==> src/rtl/adc_pkg.sv <==
// Shared types and helpers for the ADC sample sequencer.
// The ADC_AVG_EN build option is consumed by adc_sample_ctrl.
package adc_pkg;

  typedef enum logic [1:0] {
    IDLE  = 2'd0,
    SHIFT = 2'd1,
    DONE  = 2'd2
  } adc_state_t;

  localparam int AVG_COUNT = 4;

  // Cycles spent with chip select low for one conversion
  function automatic int conv_cycles(input int clkdiv, input int adc_bits);
    return 2 * clkdiv * adc_bits;
  endfunction

endpackage

==> src/rtl/adc_fifo.sv <==
// First-word-fall-through sample buffer; head reads as zero when empty.
module adc_fifo #(
  parameter int WIDTH = 12,
  parameter int DEPTH = 4
) (
  input  logic             clock,
  input  logic             reset,
  input  logic             push,
  input  logic             pop,
  input  logic [WIDTH-1:0] din,
  output logic [WIDTH-1:0] head,
  output logic             full,
  output logic             empty
);

  localparam int AW = $clog2(DEPTH);

  logic [WIDTH-1:0] mem [DEPTH];
  logic [AW:0]      wr_ptr;
  logic [AW:0]      rd_ptr;
  logic             do_push;
  logic             do_pop;

  assign empty   = (wr_ptr == rd_ptr);
  assign full    = (wr_ptr[AW] != rd_ptr[AW]) && (wr_ptr[AW-1:0] == rd_ptr[AW-1:0]);
  assign do_pop  = pop && !empty;
  // A pop in the same cycle frees the slot, so a full FIFO still accepts the push
  assign do_push = push && (!full || do_pop);
  assign head    = empty ? '0 : mem[rd_ptr[AW-1:0]];

  always_ff @(posedge clock or negedge reset) begin
    if (!reset) begin
      wr_ptr <= '0;
      rd_ptr <= '0;
    end else begin
      if (do_push) wr_ptr <= wr_ptr + 1'b1;
      if (do_pop)  rd_ptr <= rd_ptr + 1'b1;
    end
  end

  always_ff @(posedge clock) begin
    if (do_push) mem[wr_ptr[AW-1:0]] <= din;
  end

endmodule

==> src/rtl/adc_sample_ctrl.sv <==
// Period-timed serial ADC sequencer feeding a FWFT sample FIFO.
// Define ADC_AVG_EN to push the mean of every four conversions instead of each one.
module adc_sample_ctrl
  import adc_pkg::*;
#(
  parameter int DWIDTH     = 32,
  parameter int ADC_BITS   = 12,
  parameter int CLKDIV     = 4,
  parameter int PERIOD     = 1000,
  parameter int FIFO_DEPTH = 4
) (
  input  logic              clock,
  input  logic              reset,
  input  logic              enable,
  output logic              adc_cs_n,
  output logic              adc_sclk,
  input  logic              adc_sdo,
  input  logic              rd_en,
  output logic [DWIDTH-1:0] adcdata,
  output logic              data_valid,
  output logic              overrun,
  input  logic              clr_ovr,
  output logic              busy
);

  localparam int TW = $clog2(PERIOD);
  localparam int DW = $clog2(CLKDIV + 1);
  localparam int HW = $clog2(2 * ADC_BITS + 1);
  localparam logic [TW-1:0] TIMER_LAST = TW'(PERIOD - 1);
  localparam logic [DW-1:0] DIV_LAST   = DW'(CLKDIV - 1);
  localparam logic [HW-1:0] HALF_LAST  = HW'(2 * ADC_BITS - 1);

  adc_state_t        state;
  adc_state_t        next_state;
  logic [TW-1:0]     timer;
  logic              tick;
  logic [DW-1:0]     div_cnt;
  logic [HW-1:0]     half_cnt;
  logic              half_end;
  logic [ADC_BITS-1:0] shreg;
  logic              conv_done;
  logic              push;
  logic [ADC_BITS-1:0] push_data;
  logic [ADC_BITS-1:0] head;
  logic              full;
  logic              empty;
  logic              ovr_set;

  assign tick     = enable && (timer == TIMER_LAST);
  assign half_end = (div_cnt == DIV_LAST);

  always_ff @(posedge clock or negedge reset) begin
    if (!reset)                timer <= '0;
    else if (!enable || tick)  timer <= '0;
    else                       timer <= timer + 1'b1;
  end

  always_ff @(posedge clock or negedge reset) begin
    if (!reset) state <= IDLE;
    else        state <= next_state;
  end

  always_comb begin
    next_state = state;
    case (state)
      IDLE:    if (tick) next_state = SHIFT;
      SHIFT:   if (half_end && (half_cnt == HALF_LAST)) next_state = DONE;
      DONE:    next_state = IDLE;
      default: next_state = IDLE;
    endcase
  end

  always_comb begin
    adc_cs_n  = 1'b1;
    busy      = 1'b0;
    conv_done = 1'b0;
    case (state)
      SHIFT: begin
        adc_cs_n = 1'b0;
        busy     = 1'b1;
      end
      DONE: begin
        busy      = 1'b1;
        conv_done = 1'b1;
      end
      default: ;
    endcase
  end

  // sclk starts low; data is captured on the same edge that drives sclk high
  always_ff @(posedge clock or negedge reset) begin
    if (!reset) begin
      div_cnt  <= '0;
      half_cnt <= '0;
      adc_sclk <= 1'b0;
      shreg    <= '0;
    end else if (state == SHIFT) begin
      if (half_end) begin
        div_cnt  <= '0;
        half_cnt <= half_cnt + 1'b1;
        adc_sclk <= ~adc_sclk;
        if (!adc_sclk) shreg <= {shreg[ADC_BITS-2:0], adc_sdo};
      end else begin
        div_cnt <= div_cnt + 1'b1;
      end
    end else begin
      div_cnt  <= '0;
      half_cnt <= '0;
      adc_sclk <= 1'b0;
    end
  end

`ifdef ADC_AVG_EN
  logic [ADC_BITS+1:0] acc;
  logic [ADC_BITS+1:0] sum;
  logic [1:0]          avg_cnt;

  assign sum       = acc + {2'b00, shreg};
  assign push      = conv_done && (avg_cnt == 2'(AVG_COUNT - 1));
  assign push_data = sum[ADC_BITS+1:2];

  always_ff @(posedge clock or negedge reset) begin
    if (!reset) begin
      acc     <= '0;
      avg_cnt <= '0;
    end else if (conv_done) begin
      if (avg_cnt == 2'(AVG_COUNT - 1)) begin
        acc     <= '0;
        avg_cnt <= '0;
      end else begin
        acc     <= sum;
        avg_cnt <= avg_cnt + 1'b1;
      end
    end
  end
`else
  assign push      = conv_done;
  assign push_data = shreg;
`endif

  adc_fifo #(
    .WIDTH (ADC_BITS),
    .DEPTH (FIFO_DEPTH)
  ) u_fifo (
    .clock (clock),
    .reset (reset),
    .push  (push),
    .pop   (rd_en),
    .din   (push_data),
    .head  (head),
    .full  (full),
    .empty (empty)
  );

  // A simultaneous pop makes room, so only an unserviced full push is a drop
  assign ovr_set = push && full && !rd_en;

  always_ff @(posedge clock or negedge reset) begin
    if (!reset)        overrun <= 1'b0;
    else if (ovr_set)  overrun <= 1'b1;
    else if (clr_ovr)  overrun <= 1'b0;
  end

  assign adcdata    = {{(DWIDTH - ADC_BITS){1'b0}}, head};
  assign data_valid = !empty;

endmodule

==> config.mk <==
export PLATFORM = sky130hd
export DESIGN_NAME = adc_sample_ctrl
export DESIGN_NICKNAME = d
export VERILOG_FILES = /design/src/rtl/adc_pkg.sv /design/src/rtl/adc_fifo.sv /design/src/rtl/adc_sample_ctrl.sv
export SDC_FILE = /design/constraint.sdc
export NUM_CORES = 1
export LEC_CHECK = 0
export ABC_AREA = 1
export CAP_MARGIN = 30
export CORE_UTILIZATION = 56
export CTS_CLUSTER_DIAMETER = 80
export CTS_CLUSTER_SIZE = 20
export DETAILED_ROUTE_END_ITERATION = 12
export PLACE_DENSITY = 0.85
export SYNTH_ARGS = -nofsm -noshare
export SYNTH_HDL_FRONTEND = slang
export SYNTH_SLANG_ARGS = --single-unit
==> constraint.sdc <==
create_clock -name clock -period 2.5 [get_ports clock]
set_input_delay 0.375 -clock clock [delete_from_list [all_inputs] [get_ports clock]]
set_output_delay 0.375 -clock clock [all_outputs]
set_load 0.005 [all_outputs]
==> impl_metrics.py <==
metrics = {
    "floorplan": {
        "dieArea_mm2": 0.00748,
        "start_util": 0.585,
        "die_y_um": 86.5,
        "rows": 30,
        "die_w_um": 86.5,
        "coreArea_mm2": 0.00683,
        "io_pins": 43,
    },
    "layout": {
        "layout.cells.non_filler": 530,
        "fin_util": 0.652,
        "fill_cells": 518,
        "drive_above_1_share": 0.0783,
        "final_nets": 447,
        "area_growth_pct": 11.5,
        "antenna_cells": 0,
        "seq_area_mm2": 0.00244,
        "multiInputGateArea_mm2": 0.00128,
        "fin_area_mm2": 0.00446,
    },
    "timing": {
        "period_needed_ps": 2340,
        "finalSetupTns_ps": 0,
        "slew_headroom": 0.421,
        "timing.fmax_mhz": 427,
        "worstMarginPinSlew_ps": 869,
        "worst_slack_ps": 160,
        "fin_skew_ps": 9.00,
        "setup_viol": 0,
        "rsz0062_at_grt": "no",
        "maxSlewViolCount": 0,
        "period_share": 0.936,
        "hold_viol": 0,
    },
    "synthesis": {
        "synth-async-reset-ratio": 0.455,
        "syn_inst": 399,
        "synth.avg_cell_area_um2": 10.0,
        "synth_cell_types": 27,
        "ys_seq_area_frac": 0.611,
        "synth-edff-count": 48,
        "synth.top_cell.area_share": 0.361,
        "syn_area_mm2": 0.00400,
        "ys.flop_type": "edfxtp_1",
        "ys_top_cells_by_count": "75 x nand2_1, 56 x nor2_1, 48 x edfxtp_1",
        "yosys_warnings": 0,
        "synth_area_leaders": "edfxtp_1 36%, dfrtp_1 25%, nand2_1 7.0%",
        "synth_top_cell_by_area": "edfxtp_1",
        "ys_ff_latch": 88,
        "synth_most_common_cell": "nand2_1",
    },
    "grt": {
        "grt_max_degree": 41,
        "grt-ovfl-total": 0,
        "antenna_found_initial": 0,
        "grt_pass1_wl_mm": 11.6,
        "grt_use_total": 0.208,
        "grt_pass1_vias": 2614,
    },
    "clocking": {
        "clock_latency_ps": 350,
        "cts_sinks": 88,
        "cts_tree": "yes",
        "cts.htree.levels": 3,
        "cts_inserted_buffers": 9,
        "cts_root_buf": "clkbuf_8",
        "clockBufferDepth": 2,
        "path_clk_slew_ps": 80,
    },
    "drt": {
        "finalWirelength_mm": 6.68,
        "first_iter_violations": 134,
        "drc": 0,
        "viasPerCell": 5.01,
        "ant_nets": 0,
        "wl_per_cell_um": 12.6,
        "route.vias.total": 2657,
        "drtPass1Iterations": 5,
    },
    "setup_path": {
        "cp_slowest_cell": "dfrtp_2",
        "regToRegEndpoint": "push_data[10]",
        "setup.worst_path.class": "register to output port",
        "r2r_cells": 7,
        "end_kind": "output port",
        "critPathMaxFanout": 17,
        "start_kind": "register",
        "r2r_start": "state[1]",
        "cpPeakStageDelay_ps": 480,
        "arrival_ps": 1970,
        "r2r_slack_ps": 670,
        "path_cells": "xor2_1 -> nor2_2 -> nand2_4 -> nand2_1 -> inv_1 -> clkdlybuf4s50_1",
        "cp_data_required_time_ps": 2120,
    },
    "placement": {
        "place.port_buffers": 22,
        "dp.cells": 513,
        "post-place-ws_ps": 372,
        "gp_congestion": 0.800,
        "placed_area_mm2": 0.00425,
        "dp_hpwl_mm": 4.57,
    },
    "pwr": {
        "powerDensity_mw_per_mm2": 563,
        "leakagePower_uw": 0.00209,
        "peakVddDrop_mv": 0.282,
    },
    "hold_path": {
        "hp-class": "primary input to asynchronous set/reset pin",
    },
    "outcome": {
        "status": "complete, no violations",
    },
    "run": {
        "drv_cap": 0,
    },
}
-- cell type report --
type                            instances  area share
Clock inverter                          4      0.0101
Inverter                               34      0.0286
Multi-Input combinational cell        264       0.288
Timing Repair Buffer                   32      0.0651
Clock buffer                           12      0.0326
Tap cell                               96      0.0270
Sequential cell                        88       0.549
-- repair_timing --
| action | in CTS | in global routing |
|---|---|---|
| setup endpoints to repair | 4 | 12 |
| resized for setup | 1 | 4 |
| buffers inserted | 0 | 1 |
| hold buffers | 0 | 0 |
-- registers in the layout, summed over array words and instances (netlist names) --
| register | flops |
|---|---|
| div_cnt | 3 |
| overrun | 1 |
| u_fifo.wr_ptr | 3 |
| timer | 10 |
| push_data | 12 |
| u_fifo.rd_ptr | 3 |
| half_cnt | 5 |
| u_fifo.mem | 48 |
| state | 2 |
| adc_sclk | 1 |
-- cells by family (layout without fill, tap and decap cells) --
group	Yosys count	in the layout	synth area share
other cells	1	20	0.000938
flops	88	88	0.611
compound gates	49	49	0.0614
fa+ha+maj	12	12	0.0376
simple gates	176	176	0.187
buf+inv	66	82	0.0867
xor+xnor	7	7	0.0153
-- cells in the final DEF, fill, tap and decap left out, types with 3 or more instances in the layout --
cell type | synthesis | final
a21oi_1 | 5 | 5
buf_4 | 20 | 10
clkbuf_8 | 0 | 10
clkdlybuf4s50_1 | 0 | 21
clkinv_2 | 0 | 3
conb_1 | 1 | 20
dfrtp_1 | 40 | 38
edfxtp_1 | 48 | 48
ha_1 | 12 | 12
inv_1 | 33 | 33
nand2_1 | 75 | 75
nand3_1 | 28 | 28
nor2_1 | 56 | 56
nor3_1 | 5 | 5
nor3b_1 | 3 | 3
o21ai_0 | 41 | 39
o21ai_1 | 3 | 5
xor2_1 | 5 | 5
-- where the power goes --
| part | switching (uW) | leakage (uW) | internal, uW |
|---|---|---|---|
| combinational | 27.3 | 0.000904 | 9.41 |
| clock | 464 | 0.000100 | 485 |
| sequential | 2.67 | 0.00108 | 1520 |
| total | 494 | 0.00209 | 2010 |
-- stage by stage --
step,hold WS (ps),total power [uW]
after floorplan,79.4,1590
after global placement,421,1590
after detailed placement,426,1590
after CTS,167,2520
after global routing,200,2590
final,129,2510
-- metal layers --
| layer | GRT usage | vias to the layer above | part of all wire | routed length, um |
|---|---|---|---|---|
| li1 | - | 1330 | - | - |
| met1 | 0.263 | 1241 | 0.44 | 2960 |
| met2 | 0.348 | 74 | 0.49 | 3260 |
| met3 | 0.0410 | 12 | 0.046 | 304 |
| met4 | 0.0970 | 0 | 0.022 | 150 |
| met5 | 0 | - | 0 | 0 |
-- critical path: cells and delay by family, from the launching register on --
kind / cells / cell delay, ps
flops: 1 / 480
simple gates: 3 / 480
buf+inv: 2 / 470
xor+xnor: 1 / 190
-- worst max path at each step --
stage	startpoint	slack (ps)	end	cells past startpoint
6_report	u_fifo.rd_ptr[0]	160	adcdata[3]	6
5_1_grt	u_fifo.rd_ptr[0]	7	adcdata[2]	8
4_1_cts	u_fifo.rd_ptr[0]	30	adcdata[1]	6
3_5_place_dp	u_fifo.rd_ptr[1]	370	adcdata[8]	6
3_3_place_gp	u_fifo.rd_ptr[1]	410	adcdata[1]	6
2_1_floorplan	u_fifo.rd_ptr[0]	610	u_fifo.mem[0][0]	6
Power figures use the tool's default switching activity.
==> variant 1: new RTL, same flow settings <==
Change the parameter `PERIOD` from 1000 to 500.
--- a/src/rtl/adc_sample_ctrl.sv
+++ b/src/rtl/adc_sample_ctrl.sv
@@ -7,5 +7,5 @@
   parameter int ADC_BITS   = 12,
   parameter int CLKDIV     = 4,
-  parameter int PERIOD     = 1000,
+  parameter int PERIOD     = 500,
   parameter int FIFO_DEPTH = 4
 ) (
Formal check against the unedited RTL: same outputs for any inputs over 10 cycles, from zero or initial values and one cycle with reset low; that may be too few to reach the edited logic, so the function may still have changed.
==> variant 1 against the unedited design <==
Cell area decreased by 0.59%; sequential cell count decreased by 1; wire length up 7.0%; hold slack better by 0.0026 ns; area after synthesis down 0.97%; largest power group unchanged; register-to-register slack better by 0.02 ns; non-clock buffer count is 1 higher; count of clock-buffer cells in the layout rose by 1; setup slack worse by 0.043 ns; critical path depth did not move; total power down 0.60%.
==> variant 1: results (changes against the unedited design) <==
stage,metric,value,unit,change
layout,nets@finish,432,,was 447
detailed_routing,DR vias,2668,,was 2657
global_routing,global-route usage over all layers,0.2167,,was 0.2079
power,leakage power,2.037,nW,was 2.087 nW
synthesis,Mapped Avg Cell Area,10.36,µm²,was 10.02 µm²
placed_design,DP HPWL,4.586,mm,was 4.573 mm
outcome,outcome,"finished, final reports clean",,unchanged
global_routing,pin count of the biggest net entering global routing,40,,was 41
synthesis,synth cell count leaders,"nand2_1, edfxtp_1, nor2_1",,"was nand2_1, nor2_1, edfxtp_1"
detailed_routing,WL/cell,13.86,µm,was 12.59 µm
sta,WHS,0.1313,ns,was 0.1287 ns
power,worst vdd ir,0.4532,mV,was 0.2823 mV
critical_path,end point of the critical path,adcdata[0],,was adcdata[3]
detailed_routing,DR vias/cell,5.181,,was 5.013
global_routing,first-pass GRT wire length,12.05,mm,was 11.65 mm
critical_path,CP arrival,2.01,ns,was 1.97 ns
critical_path,reg2reg end,push_data[11],,was push_data[10]
synthesis,Synth async-reset ratio,0.4483,,was 0.4545
synthesis,post-synthesis sequential area ratio,0.6108,,was 0.6111
detailed_routing,initial DRC count,166,,was 134
critical_path,cell family with most CP delay,buffers and inverters,,was flip-flops
sta,Max Clock Skew,0.009193,ns,was 0.008996 ns
layout,share of layout cells above drive strength 1,0.09785,,was 0.07834
synthesis,XOR/XNOR share of the synthesized area,0.01549,,was 0.01534
critical_path,Reg2Reg Depth,6,,was 7
==> variant 1: area by class of cell <==
class,instances,area [µm²],share of cell area
flip-flops and latches,87,2420,0.5462
multi-input cells,248,1259,0.2841
repair buffers,33,301.5,0.06806
clock buffers,13,148.9,0.03361
inverters,35,138.9,0.03135
well taps,96,120.1,0.02711
clock inverters,3,42.54,0.009602
==> variant 1: where the power goes <==
part           switching, W  internal [W]  leakage (nW)
logic             0.0000273    0.00000948         0.876
registers        0.00000297       0.00150          1.07
clock network      0.000460      0.000489        0.0936
total              0.000491       0.00200          2.04
==> variant 1: repair_timing <==
item | in CTS | in global routing
gates cloned | 0 | 0
gates resized for setup | 1 | 3
hold buffers | 0 | 0
setup buffers | 0 | 3
setup endpoints to repair | 4 | 9
==> variant 1: layer usage <==
metal / track usage / share of wire / up-vias
li1: - / - / 1292
met1: 0.2892 / 0.44 / 1256
met2: 0.3304 / 0.47 / 99
met3: 0.05294 / 0.057 / 21
met4: 0.1152 / 0.027 / 0
met5: 0 / 0 / -
==> variant 2: new RTL, config.mk and constraints unchanged <==
Without the edit above. One comparison of `half_cnt` changes from == to >=.
--- a/src/rtl/adc_sample_ctrl.sv
+++ b/src/rtl/adc_sample_ctrl.sv
@@ -65,5 +65,5 @@
     case (state)
       IDLE:    if (tick) next_state = SHIFT;
-      SHIFT:   if (half_end && (half_cnt == HALF_LAST)) next_state = DONE;
+      SHIFT:   if (half_end && (half_cnt >= HALF_LAST)) next_state = DONE;
       DONE:    next_state = IDLE;
       default: next_state = IDLE;
Formal check against the unedited RTL: no difference found for any inputs over 10 cycles, from zero or initial values and one cycle with reset low; that may be too few to reach the edited logic, so the function may still have changed.
==> variant 2 against the unedited design <==
Setup slack lost 0.070 ns; die area shrank 0.37%; hold slack better by 0.014 ns; global-route usage is 1.2 points lower; cell area fell by 0.17%; wire length fell by 1.8%; area after synthesis is 0.38% lower; sequential cell count did not move; final cell count fell by 4.0%; total power shrank 3.0%; critical path type unchanged; critical endpoint is now adcdata[2].
==> variant 2: results (changes against the unedited design) <==
stage,metric,value,unit,change
layout,Ant. Diodes,0,,unchanged
critical_path,CP arrival,2.04,ns,was 1.97 ns
cts,"CTS clk-pin slew, worst paths",0.08,ns,about the same
cts,TritonCTS buffer count,9,,unchanged
placed_design,DP Cell Count,493,,was 513
power,part of the power in registers,0.627,,was 0.607
placed_design,DP HPWL,4.300,mm,was 4.573 mm
cts,H-tree depth,3,,unchanged
power,internal power,0.001946,W,was 0.002015 W
detailed_routing,DR vias,2546,,was 2657
placed_design,Port Buf Inserts,22,,unchanged
power,leakage power,2.122,nW,was 2.087 nW
detailed_routing,WL final,6.554,mm,was 6.675 mm
cts,post-CTS sizing,2,,was 1
layout,nets@finish,425,,was 447
placed_design,routability congestion estimate,0.7911,,was 0.7999
cts,Clock Tree Root,clkbuf_8,,unchanged
synthesis,Area contributors post-synth,"edfxtp_1, dfrtp_1, nor2_1, o21ai_0, nand2_1",,"was edfxtp_1, dfrtp_1, nand2_1, nor2_1, o21ai_0"
synthesis,"EDFF count, synth",48,,unchanged
cts,"Clk Latency, worst-skew pair",0.35,ns,about the same
critical_path,CP max FO,17,,unchanged
synthesis,post-synthesis sequential area ratio,0.6135,,was 0.6111
synthesis,Yosys cell types,30,,was 27
power,Design Power,0.002432,W,was 0.002509 W
detailed_routing,initial DRC count,125,,was 134
outcome,outcome,"finished, final reports clean",,unchanged
placed_design,Area after DPL,4248,µm²,was 4252 µm²
synthesis,Mapped Avg Cell Area,10.56,µm²,was 10.02 µm²
sta,Max Clock Skew,0.006003,ns,was 0.008996 ns
cts,Post-CTS Setup Inserts,0,,unchanged
synthesis,adder-cell share of the synthesized area,0.03457,,was 0.03757
global_routing,first-pass GRT wire length,10.88,mm,was 11.65 mm
cts,Bufs on Longest Clock Path,2,,unchanged
global_routing,pin count of the biggest net entering global routing,41,,unchanged
layout,max FFs per register,48,,unchanged
global_routing,initial antenna violation count,0,,unchanged
synthesis,post-synthesis mux area share,0.03300,,was 0
synthesis,Synth async-reset ratio,0.4545,,unchanged
synthesis,XOR/XNOR share of the synthesized area,0.01540,,was 0.01534
synthesis,synth warn,0,,unchanged
global_routing,vias in the first global route,2418,,was 2614
detailed_routing,TritonRoute pass-1 iters,4,,was 5
placed_design,Setup WS pre-CTS,0.3437,ns,was 0.3723 ns
power,Comb. pwr,0.0000375,W,was 0.0000367 W
worst_hold_path,HP Class,input port to async pin,,unchanged
layout,share of layout cells above drive strength 1,0.1041,,was 0.07834
power,worst vdd ir,0.6166,mV,was 0.2823 mV
global_routing,global-route usage over all layers,0.1956,,was 0.2079
detailed_routing,DR vias/cell,5.002,,was 5.013
sta,Worst-Margin Slew,0.8919,ns,was 0.8692 ns
synthesis,synth cell count leaders,"nor2_1, nand2_1, edfxtp_1",,"was nand2_1, nor2_1, edfxtp_1"
synthesis,post-synthesis compound-gate area fraction,0.06317,,was 0.06137
## variant 2: changes by cell type after synthesis, moves of 2 or more
cell,delta
buf_2,-3
clkbuf_1,+2
inv_1,+6
mux2_2,+5
mux2_4,+5
nand2_1,-24
nand3_1,-7
nor2_1,+2
nor3_1,-2
nor3b_1,-2
o21ai_1,-3
## variant 2: per-layer routing
layer	track usage	wire length, µm	up-vias
met4	0.07576	79	0
li1	-	-	1257
met5	0	0	-
met2	0.3369	3463	70
met1	0.2328	2642	1210
met3	0.05714	369	9
## variant 2: critical path, stage by stage (launching register included)
cell	delay, ns
dfrtp_2	0.48
xor2_1	0.20
nor2_2	0.21
nand2_4	0.18
nand2_1	0.15
inv_1	0.04
clkdlybuf4s50_1	0.43
## variant 2: cells by family (layout without fill, tap and decap cells)
group | after synthesis | in the layout
and+or+nand+nor | 141 | 141
DFF | 88 | 88
buffers and inverters | 70 | 87
AOI/OAI and AO/OA | 49 | 49
adders and majority gates | 11 | 11
muxes | 10 | 10
xor gates and xnor gates | 7 | 7
other | 1 | 20
## variant 2: layout make-up
cell class | count | area, µm²
Clock inverter | 3 | 16.27
Sequential cell | 88 | 2444
Tap cell | 96 | 120.1
Fill cell | 532 | 2382
Multi-Input combinational cell | 238 | 1260
Timing Repair Buffer | 31 | 297.8
Clock buffer | 13 | 158.9
Inverter | 40 | 152.6
## variant 2: path summary, 6_finish.rpt
check	startpoint	end	slack, ns	depth (start not counted)
setup reg to reg	u_fifo.rd_ptr[2]	u_fifo.mem[2][5]	0.70	6
min in group clock	div_cnt[0]	div_cnt[0]	0.45	1
hold / removal	reset	timer[8]	0.14	1
hold reg to reg	div_cnt[0]	div_cnt[0]	0.45	1
max in group asynchronous	reset	u_fifo.rd_ptr[0]	1.73	1
setup / recovery	u_fifo.rd_ptr[0]	adcdata[2]	0.09	6
